--- src/rtl/mac_rr_arbiter.sv ---
// Round-robin front end that shares one pipelined MAC among num_req_p requesters.
// A tag FIFO records issue order so each in-order MAC result is routed back to its issuer.

module mac_rr_lane #(
  parameter int idx_p   = 0,
  parameter int iw_p    = 2,
  parameter int width_p = 12
) (
  input  logic [iw_p-1:0]    grant,
  input  logic               issue_ok,
  input  logic [iw_p-1:0]    owner,
  input  logic               rsp_ok,
  input  logic [width_p-1:0] a,
  input  logic [width_p-1:0] b,
  output logic               ready,
  output logic               rsp_valid,
  output logic [width_p-1:0] a_sel,
  output logic [width_p-1:0] b_sel
);
  localparam logic [iw_p-1:0] ID = iw_p'(idx_p);

  logic hit;

  assign hit       = (grant == ID);
  assign ready     = hit & issue_ok;
  assign rsp_valid = (owner == ID) & rsp_ok;
  // Zero when not granted so the top can OR-reduce lanes into the operand mux.
  assign a_sel     = hit ? a : '0;
  assign b_sel     = hit ? b : '0;
endmodule

module mac_rr_arbiter #(
  parameter int num_req_p   = 4,
  parameter int width_p     = 12,
  parameter int out_width_p = 32,
  parameter int depth_p     = 4
) (
  input  logic                           clk_i,
  input  logic                           reset_i,
  input  logic [num_req_p-1:0]           req_valid_i,
  input  logic [num_req_p*width_p-1:0]   req_a_i,
  input  logic [num_req_p*width_p-1:0]   req_b_i,
  output logic [num_req_p-1:0]           req_ready_o,
  output logic                           mac_valid_o,
  output logic [width_p-1:0]             mac_a_o,
  output logic [width_p-1:0]             mac_b_o,
  input  logic                           mac_ready_i,
  input  logic                           mac_valid_i,
  input  logic [out_width_p-1:0]         mac_data_i,
  output logic                           mac_ready_o,
  output logic [num_req_p-1:0]           rsp_valid_o,
  output logic [out_width_p-1:0]         rsp_data_o,
  input  logic [num_req_p-1:0]           rsp_ready_i,
  output logic                           err_o
);
  localparam int IW = (num_req_p > 1) ? $clog2(num_req_p) : 1;
  localparam int PW = (depth_p > 1) ? $clog2(depth_p) : 1;
  localparam int CW = $clog2(depth_p + 1);

  logic [IW-1:0] ptr, lock_idx, grant, scan_idx, owner;
  logic          lock, scan_hit, full, empty, any_vld, issue_ok, push, pop, rsp_ok, err_q;
  logic [depth_p-1:0][IW-1:0] tags;
  logic [PW-1:0] wr_ptr, rd_ptr;
  logic [CW-1:0] count;

  logic [num_req_p-1:0][width_p-1:0] a_lane, b_lane, a_sel, b_sel;
  logic [num_req_p-1:0]              rdy_lane, rsp_lane;

  function automatic logic [IW-1:0] rr_add(input logic [IW-1:0] p, input int k);
    int s;
    s = int'(p) + k;
    if (s >= num_req_p) s = s - num_req_p;
    return IW'(s);
  endfunction

  function automatic logic [PW-1:0] fifo_inc(input logic [PW-1:0] p);
    return (p == PW'(depth_p - 1)) ? '0 : p + 1'b1;
  endfunction

  assign a_lane = req_a_i;
  assign b_lane = req_b_i;

  // First valid requester at or after ptr, with wrap.
  always_comb begin
    scan_idx = ptr;
    scan_hit = 1'b0;
    for (int k = 0; k < num_req_p; k++) begin
      if (!scan_hit && req_valid_i[rr_add(ptr, k)]) begin
        scan_idx = rr_add(ptr, k);
        scan_hit = 1'b1;
      end
    end
  end

  assign full     = (count == CW'(depth_p));
  assign empty    = (count == '0);
  assign any_vld  = (|req_valid_i) & ~reset_i;
  assign grant    = lock ? lock_idx : scan_idx;
  assign mac_valid_o = any_vld & ~full;
  assign issue_ok = mac_ready_i & ~full & ~reset_i;
  assign push     = mac_valid_o & mac_ready_i;

  assign owner       = tags[rd_ptr];
  assign rsp_ok      = mac_valid_i & ~empty & ~reset_i;
  // With nothing outstanding any arriving result is swallowed and flagged.
  assign mac_ready_o = ~reset_i & (empty | rsp_ready_i[owner]);
  assign pop         = rsp_ok & rsp_ready_i[owner];
  assign rsp_data_o  = mac_data_i;
  assign err_o       = err_q;

  for (genvar i = 0; i < num_req_p; i++) begin : g_lane
    mac_rr_lane #(
      .idx_p   (i),
      .iw_p    (IW),
      .width_p (width_p)
    ) u_lane (
      .grant     (grant),
      .issue_ok  (issue_ok),
      .owner     (owner),
      .rsp_ok    (rsp_ok),
      .a         (a_lane[i]),
      .b         (b_lane[i]),
      .ready     (rdy_lane[i]),
      .rsp_valid (rsp_lane[i]),
      .a_sel     (a_sel[i]),
      .b_sel     (b_sel[i])
    );
  end

  assign req_ready_o = rdy_lane;
  assign rsp_valid_o = rsp_lane;

  always_comb begin
    mac_a_o = '0;
    mac_b_o = '0;
    for (int i = 0; i < num_req_p; i++) begin
      mac_a_o = mac_a_o | a_sel[i];
      mac_b_o = mac_b_o | b_sel[i];
    end
  end

  always_ff @(posedge clk_i or posedge reset_i) begin
    if (reset_i) begin
      ptr      <= '0;
      lock     <= 1'b0;
      lock_idx <= '0;
      wr_ptr   <= '0;
      rd_ptr   <= '0;
      count    <= '0;
      err_q    <= 1'b0;
    end else begin
      if (push) begin
        ptr  <= rr_add(grant, 1);
        lock <= 1'b0;
      end else if (mac_valid_o && !mac_ready_i) begin
        lock     <= 1'b1;
        lock_idx <= grant;
      end
      if (push) wr_ptr <= fifo_inc(wr_ptr);
      if (pop)  rd_ptr <= fifo_inc(rd_ptr);
      case ({push, pop})
        2'b10:   count <= count + 1'b1;
        2'b01:   count <= count - 1'b1;
        default: ;
      endcase
      if (mac_valid_i && empty) err_q <= 1'b1;
    end
  end

  // Tag storage carries no reset; occupancy is tracked by count.
  always_ff @(posedge clk_i) begin
    if (push) tags[wr_ptr] <= grant;
  end
endmodule

--- config.mk ---
export PLATFORM = sky130hd
export DESIGN_NAME = mac_rr_arbiter
export DESIGN_NICKNAME = d
export VERILOG_FILES = /design/src/rtl/mac_rr_arbiter.sv
export SDC_FILE = /design/constraint.sdc
export NUM_CORES = 1
export LEC_CHECK = 0
export BUFFER_PORTS_ARGS = -buffer_cell sky130_fd_sc_hd__clkbuf_2
export CORE_AREA = 2 2 80 82
export CTS_CLUSTER_DIAMETER = 40
export DETAILED_ROUTE_END_ITERATION = 16
export DIE_AREA = 0 0 82 84
export PLACE_DENSITY = 0.89
export SYNTH_ARGS = -nofsm -noshare
export SYNTH_HDL_FRONTEND = slang
export SYNTH_SLANG_ARGS = --single-unit
--- constraint.sdc ---
create_clock -name clk_i -period 9.7 [get_ports clk_i]
set_clock_uncertainty 0.1 [all_clocks]
set_input_delay 1.94 -clock clk_i [delete_from_list [all_inputs] [get_ports clk_i]]
set_output_delay 1.94 -clock clk_i [all_outputs]
set_load 0.1 [all_outputs]
# --- After elaboration in Yosys (flattened, before gate mapping) ---
# Cells that the tools add are included.
op_classes:
  add_sub_neg: 13
  magnitude_cmp: 13
  n_eq_ne: 11
  mux: 41
  bitwise: 28
  reduce_logical: 17
ops:
  columns: ["operator", "n"]
  rows:
  - ["two-way mux 12 bit", 8]
  - ["OR 12 bit", 6]
  - ["two-way mux 2 bit", 14]
  - ["less-than comparator 2 x 3 -> 1 bit, second input constant", 7]
  - ["AND 1 bit", 17]
  - ["equality test 2 bit, second input constant", 7]
  - ["greater-or-equal comparator 3 bit, second input constant", 4]
  - ["binary-select mux 1 bit (select 2 bit)", 5]
  - ["two-way mux 1 bit", 10]
  - ["subtractor 2 x 1 -> 2 bit, second input constant", 5]
  - ["bitwise mux 8 bit", 1]
  - ["adder 2 x 1 -> 3 bit, second input constant", 2]
  - ["adder 2 x 2 -> 3 bit, second input constant", 2]
  - ["equality test 2 x 1 -> 1 bit, second input constant", 3]
  - ["logical AND 1 bit", 6]
  - ["case mux 3 bit (2 select lines)", 1]
  - ["adder 2 x 1 -> 2 bit, second input constant", 2]
  - ["binary-select mux 2 bit (select 2 bit)", 1]
  - ["demux 2 bit (select 2 bit)", 1]
  - ["zero test 1 bit", 4]
  - ["zero test 2 bit", 2]
  - ["NOT 1 bit", 4]
  - ["nonzero test 2 bit", 2]
  - ["OR reduction 4 bit", 1]
  - ["8 further kinds", 8]
totals:
  register_bits: 21
  input_bits: 140

# --- Depth between registers and ports, before layout ---
logic_depth:
  ltp_word: 20
  mapped_depth: 12
  depth_no_buf: 10

# --- Hierarchy ---
# From an unflattened synthesis, not the netlist that was laid out.
hier_totals:
  cells_unflattened: 281
  hier_area_um2: 2690.1
modules_own_cells:
  columns: ["module", "instances", "cells_per_inst", "area_per_inst_um2", "seq_area_each_um2"]
  rows:
  - ["mac_rr_arbiter", 1, 159, 1589.0, 565.5]
  - ["mac_rr_lane (g_lane[1].u_lane ...)", 2, 30, 266.5, 0.0]
  - ["mac_rr_lane (g_lane[0].u_lane)", 1, 32, 366.6, 0.0]
  - ["mac_rr_lane (g_lane[3].u_lane)", 1, 30, 201.4, 0.0]

# --- Worst setup path after synthesis ---
# OpenSTA, ideal clock, no wires.
synth_timing:
  path_kind: "in2out"
  from: "in req_valid_i[3]"
  to: "out mac_a_o[10]"
  t_arrival_ns: 4.436
  required_ns: 7.660
  path_slack_ns: 3.224
  cell_stages: 9
  n_path_buf: 2
  cell_sequence: "or4b_2 a21oi_1 a2111oi_0 a21oi_1 ha_1 clkbuf_1 clkbuf_1 a22oi_1 nand2_1"
synth_via:
  elab_chain_cells: 18
  word_cells_on_any_way: 33
  classes_between: "3 x eq/ne; 20 x mux; 3 x bitwise; 7 x reduce/logical"
synth_lines:
  columns: ["element", "line", "source"]
  rows:
  - ["from (decl)", "40", "input logic [num_req_p-1:0] req_valid_i,"]
  - ["binary-select mux 1 bit (select 2 bit)", "88", "if (!scan_hit && req_valid_i[rr_add(ptr, k)]) begin"]
  - ["two-way mux 1 bit (implied by the code)", "88", null]
  - ["two-way mux 1 bit", "88", null]
  - ["zero test 1 bit", "88", null]
  - ["logical AND 1 bit", "88", null]
  - ["two-way mux 1 bit", "88", null]
  - ["zero test 1 bit", "88", null]
  - ["logical AND 1 bit", "88", null]
  - ["two-way mux 1 bit", "88", null]
  - ["zero test 1 bit", "88", null]
  - ["logical AND 1 bit", "88", null]
  - ["two-way mux 2 bit (*)", "88", null]
  - ["two-way mux 2 bit (*)", "98", "assign grant = lock ? lock_idx : scan_idx;"]
  - ["equality test 2 x 1 -> 1 bit / zero test 2 bit (equally long branches)", "24", "assign hit = (grant == ID);"]
  - ["two-way mux 12 bit", "28", "assign a_sel = hit ? a : '0;"]
  - ["OR 12 bit (2 in a row)", "137", "mac_a_o = mac_a_o | a_sel[i];"]
  - ["OR 12 bit (*)", "137", null]
  - ["to (decl)", "45", "output logic [width_p-1:0] mac_a_o,"]
# Every way passes the cells marked *; elsewhere a longest branch is shown, timed or not. The select of a mux whose other input is x is not followed.

# --- Worst setup path in the final report ---
layout_timing:
  from: "in req_valid_i[0]"
  to: "out mac_b_o[11]"
layout_via:
  elab_chain_cells: 18
  word_cells_on_any_way: 33
  classes_between: "3 x eq/ne; 20 x mux; 3 x bitwise; 7 x reduce/logical"
layout_lines:
  columns: ["element", "line", "source"]
  rows:
  - ["binary-select mux 1 bit (select 2 bit)", "88", null]
  - ["two-way mux 1 bit (implied by the code)", "88", null]
  - ["two-way mux 1 bit", "88", null]
  - ["zero test 1 bit", "88", null]
  - ["logical AND 1 bit", "88", null]
  - ["two-way mux 1 bit", "88", null]
  - ["zero test 1 bit", "88", null]
  - ["logical AND 1 bit", "88", null]
  - ["(+2 left out)", null, null]
  - ["logical AND 1 bit", "88", null]
  - ["two-way mux 2 bit (*)", "88", null]
  - ["two-way mux 2 bit (*)", "98", null]
  - ["net g_lane[0].u_lane.grant[1]", "9", "input logic [iw_p-1:0] grant,"]
  - ["equality test 2 x 1 -> 1 bit / zero test 2 bit (equally long branches)", "24", null]
  - ["two-way mux 12 bit", "29", "assign b_sel = hit ? b : '0;"]
  - ["OR 12 bit (2 in a row)", "138", "mac_b_o = mac_b_o | b_sel[i];"]
  - ["OR 12 bit (*)", "138", null]
  - ["to (decl)", "46", "output logic [width_p-1:0] mac_b_o,"]
# The timed path passes the listed nets; every way through them passes the cells marked *. The select of a mux whose other input is x is not followed.

==> out/results.txt <==
global-route wire length before repair: 9450 µm
worst reg2reg path startpoint: rd_ptr[0]
via count: 2,119
Hold Path Depth: 1
Synthesized Nets: 392
r2r setup slk: 6600 ps
asr flop ratio synth: 61.9%
Starting Density: 34.4%
critical path's top delay family: compound AO/OA/AOI/OAI gates
post-synthesis instance total: 241
RSZ-0062 raised after global routing: false
Die Area: 6890 µm²
area delta synth->final: 23.9%
ranking of synthesized cells by area: a22oi_1 17%, dfrtp_1 16%, buf_4 14%, edfxtp_1 11%, ha_1 6.0%
Synth Flop Type: dfrtp_1
EDFF count, synth: 8
CTS tree: yes
Reg-to-Reg End: count[2]
postcts setup bufs: 0
CP bufs+invs: 2
Seq/Total Area, Yosys: 27.0%
Via density: 5.17
Post-Syn Area: 2100 µm²
Reg2Reg Depth: 9
crit share post-route: 73.1%
CP Data Arrival Time: 5050 ps
antenna cells: 0
syn_area_per_cell: 8.70 µm²
share of cells above drive strength 1: 47.7%
number of synthesized register bits: 21
fmax: 141 MHz
GP Congestion: 0.923
initial antenna violation count: 0
Nets: 485
gr ovfl total: 0
Final Setup Violations: 0
Hold Path Sink: err_o
Max Cap Viol: 0
clock transition at the registers of the reported paths: 70 ps
die width: 82 µm
setup_tns: 0 ps
DRT iter0 DRCs: 92
vias in the first global route: 2,031
Worst-Margin Slew: 992 ps
Hold Crit Class: flip-flop to flip-flop
cts hold-fix bufs: 0
Final ANT Viol Nets: 0
H-tree levels: 1
Slew HR: 33.9%
Yosys top cell by area: a22oi_1
WL/cell: 14.8 µm
GRT Resource Usage Total: 17.2%
io pins: 207
largest net degree at the start of global routing: 26
CP max-delay cell: ha_1
worst-path maximum fanout: 25
# rows: 29
clk sinks: 21
Post-DP HPWL: 5030 µm
final slew viol count: 0
final hold violation count: 0
CP dominant cell by count: clkbuf_2
Longest Clk Path Bufs: 2
count leader, synth: a22oi_1
CP Launch Point: req_valid_i[0]
status: completed
unique cell type count in the Yosys netlist: 40
slowest stage delay, CP: 810 ps
minimum clock period after layout: 7090 ps
crit path cell chain: clkbuf_2 > mux2_2 > o22ai_1 > a2111oi_0 > a21o_1 > ha_1 > a22oi_1 > nand2_1 > clkbuf_2
die extent in y: 84 µm
Worst setup SP type: primary input
Synth warnings: 0
WS Path Type: primary input to output port
core area: 6100 µm²
DRT Wirelength: 6080 µm
clk root buf: clkbuf_8
DRC: 0
min-delay src: err_o
clk_lat worst skew: 250 ps
CP Depth: 9
# port buffers: 142
element type at the critical path end: output port
cts repair resizes: 0
clock buffer count from CTS: 3
Required @ worst endpoint: 7660 ps
Pre-antenna DRT Iters: 4
fillcell total: 617
Synth top area share: 17.2%
top cells by count, synth: 48 x a22oi_1, 40 x buf_4, 26 x nand2_1
## per-layer routing
layer  global-route usage, %  routed length (µm)  vias up
li1                        -                   -     1013
met1                    19.2                2180      984
met2                    31.0                3240      111
met3                    4.98                 575       11
met4                    4.85                  82        0
met5                       0                   0        -
## layout make-up
cell class | count | area (µm²) | area share, %
Clock buffer | 3 | 41.3 | 1.59
Clock inverter | 1 | 5.00 | 0.193
Inverter | 13 | 48.8 | 1.88
Multi-Input combinational cell | 153 | 1130 | 43.5
Sequential cell | 21 | 566 | 21.8
Tap cell | 77 | 96.3 | 3.71
Timing Repair Buffer | 142 | 711 | 27.4
## worst register-to-register path: cells and delay by family, from the launching register on
kind / cells / cell delay (ps)
buf+inv: 1 / 60
flops: 1 / 450
simple gates: 2 / 650
compound gates: 1 / 250
xor+xnor: 2 / 330
mux: 1 / 580
fa+ha+maj: 2 / 610
## worst max-delay path by stage
| stage | end | slack [ps] |
|---|---|---|
| after floorplan | mac_a_o[10] | 3220 |
| after global placement | mac_b_o[11] | 2650 |
| after detailed placement | mac_b_o[11] | 2650 |
| after CTS | mac_b_o[11] | 2600 |
| after global routing | mac_b_o[11] | 2290 |
| final | mac_b_o[11] | 2610 |
## per-stage QoR
| step | instances | setup WS (ps) | hold slack [ps] | cell area [µm²] | util (%) |
|---|---|---|---|---|---|
| after CTS | 410 | 2600 | 371 | 2600 | 42.6 |
| after floorplan | 241 | 3220 | 350 | 2100 | - |
| after global routing | 410 | 2290 | 395 | 2600 | 42.6 |
| after detailed placement | 406 | 2650 | 356 | 2550 | 41.8 |
| after global placement | 406 | 2650 | 339 | 2550 | 41.8 |
| final | 410 | 2610 | 375 | 2600 | 42.6 |
## placed cells by master, fill, tap and decap left out, types with 6 or more instances in the layout
master / netlist / routed
inv_1: 13 / 13
nor2_1: 9 / 9
and3_1: 6 / 6
clkbuf_2: 0 / 142
edfxtp_1: 8 / 8
a22oi_1: 48 / 48
nand2_1: 26 / 26
a21oi_1: 7 / 7
ha_1: 10 / 10
dfrtp_1: 13 / 13
## registers in the layout, indices dropped and copies added, names as in the netlist
name and flops:
count 3, err_o 1, lock 1, lock_idx 2, ptr 2, rd_ptr 2
tags 8, wr_ptr 2
## cell families after synthesis
logic type      count (synthesis)  share of synthesized area (%)
simple gates                   60                           14.5
compound gates                 66                           23.2
mux                            13                           8.00
buf+inv                        67                           19.2
flops                          21                           27.0
fa+ha+maj                      11                           6.93
xor+xnor                        3                           1.25
Power is left out: the tool's default activity adds up to more than one toggle a clock period on the data nets, which glitch-free logic cannot reach.
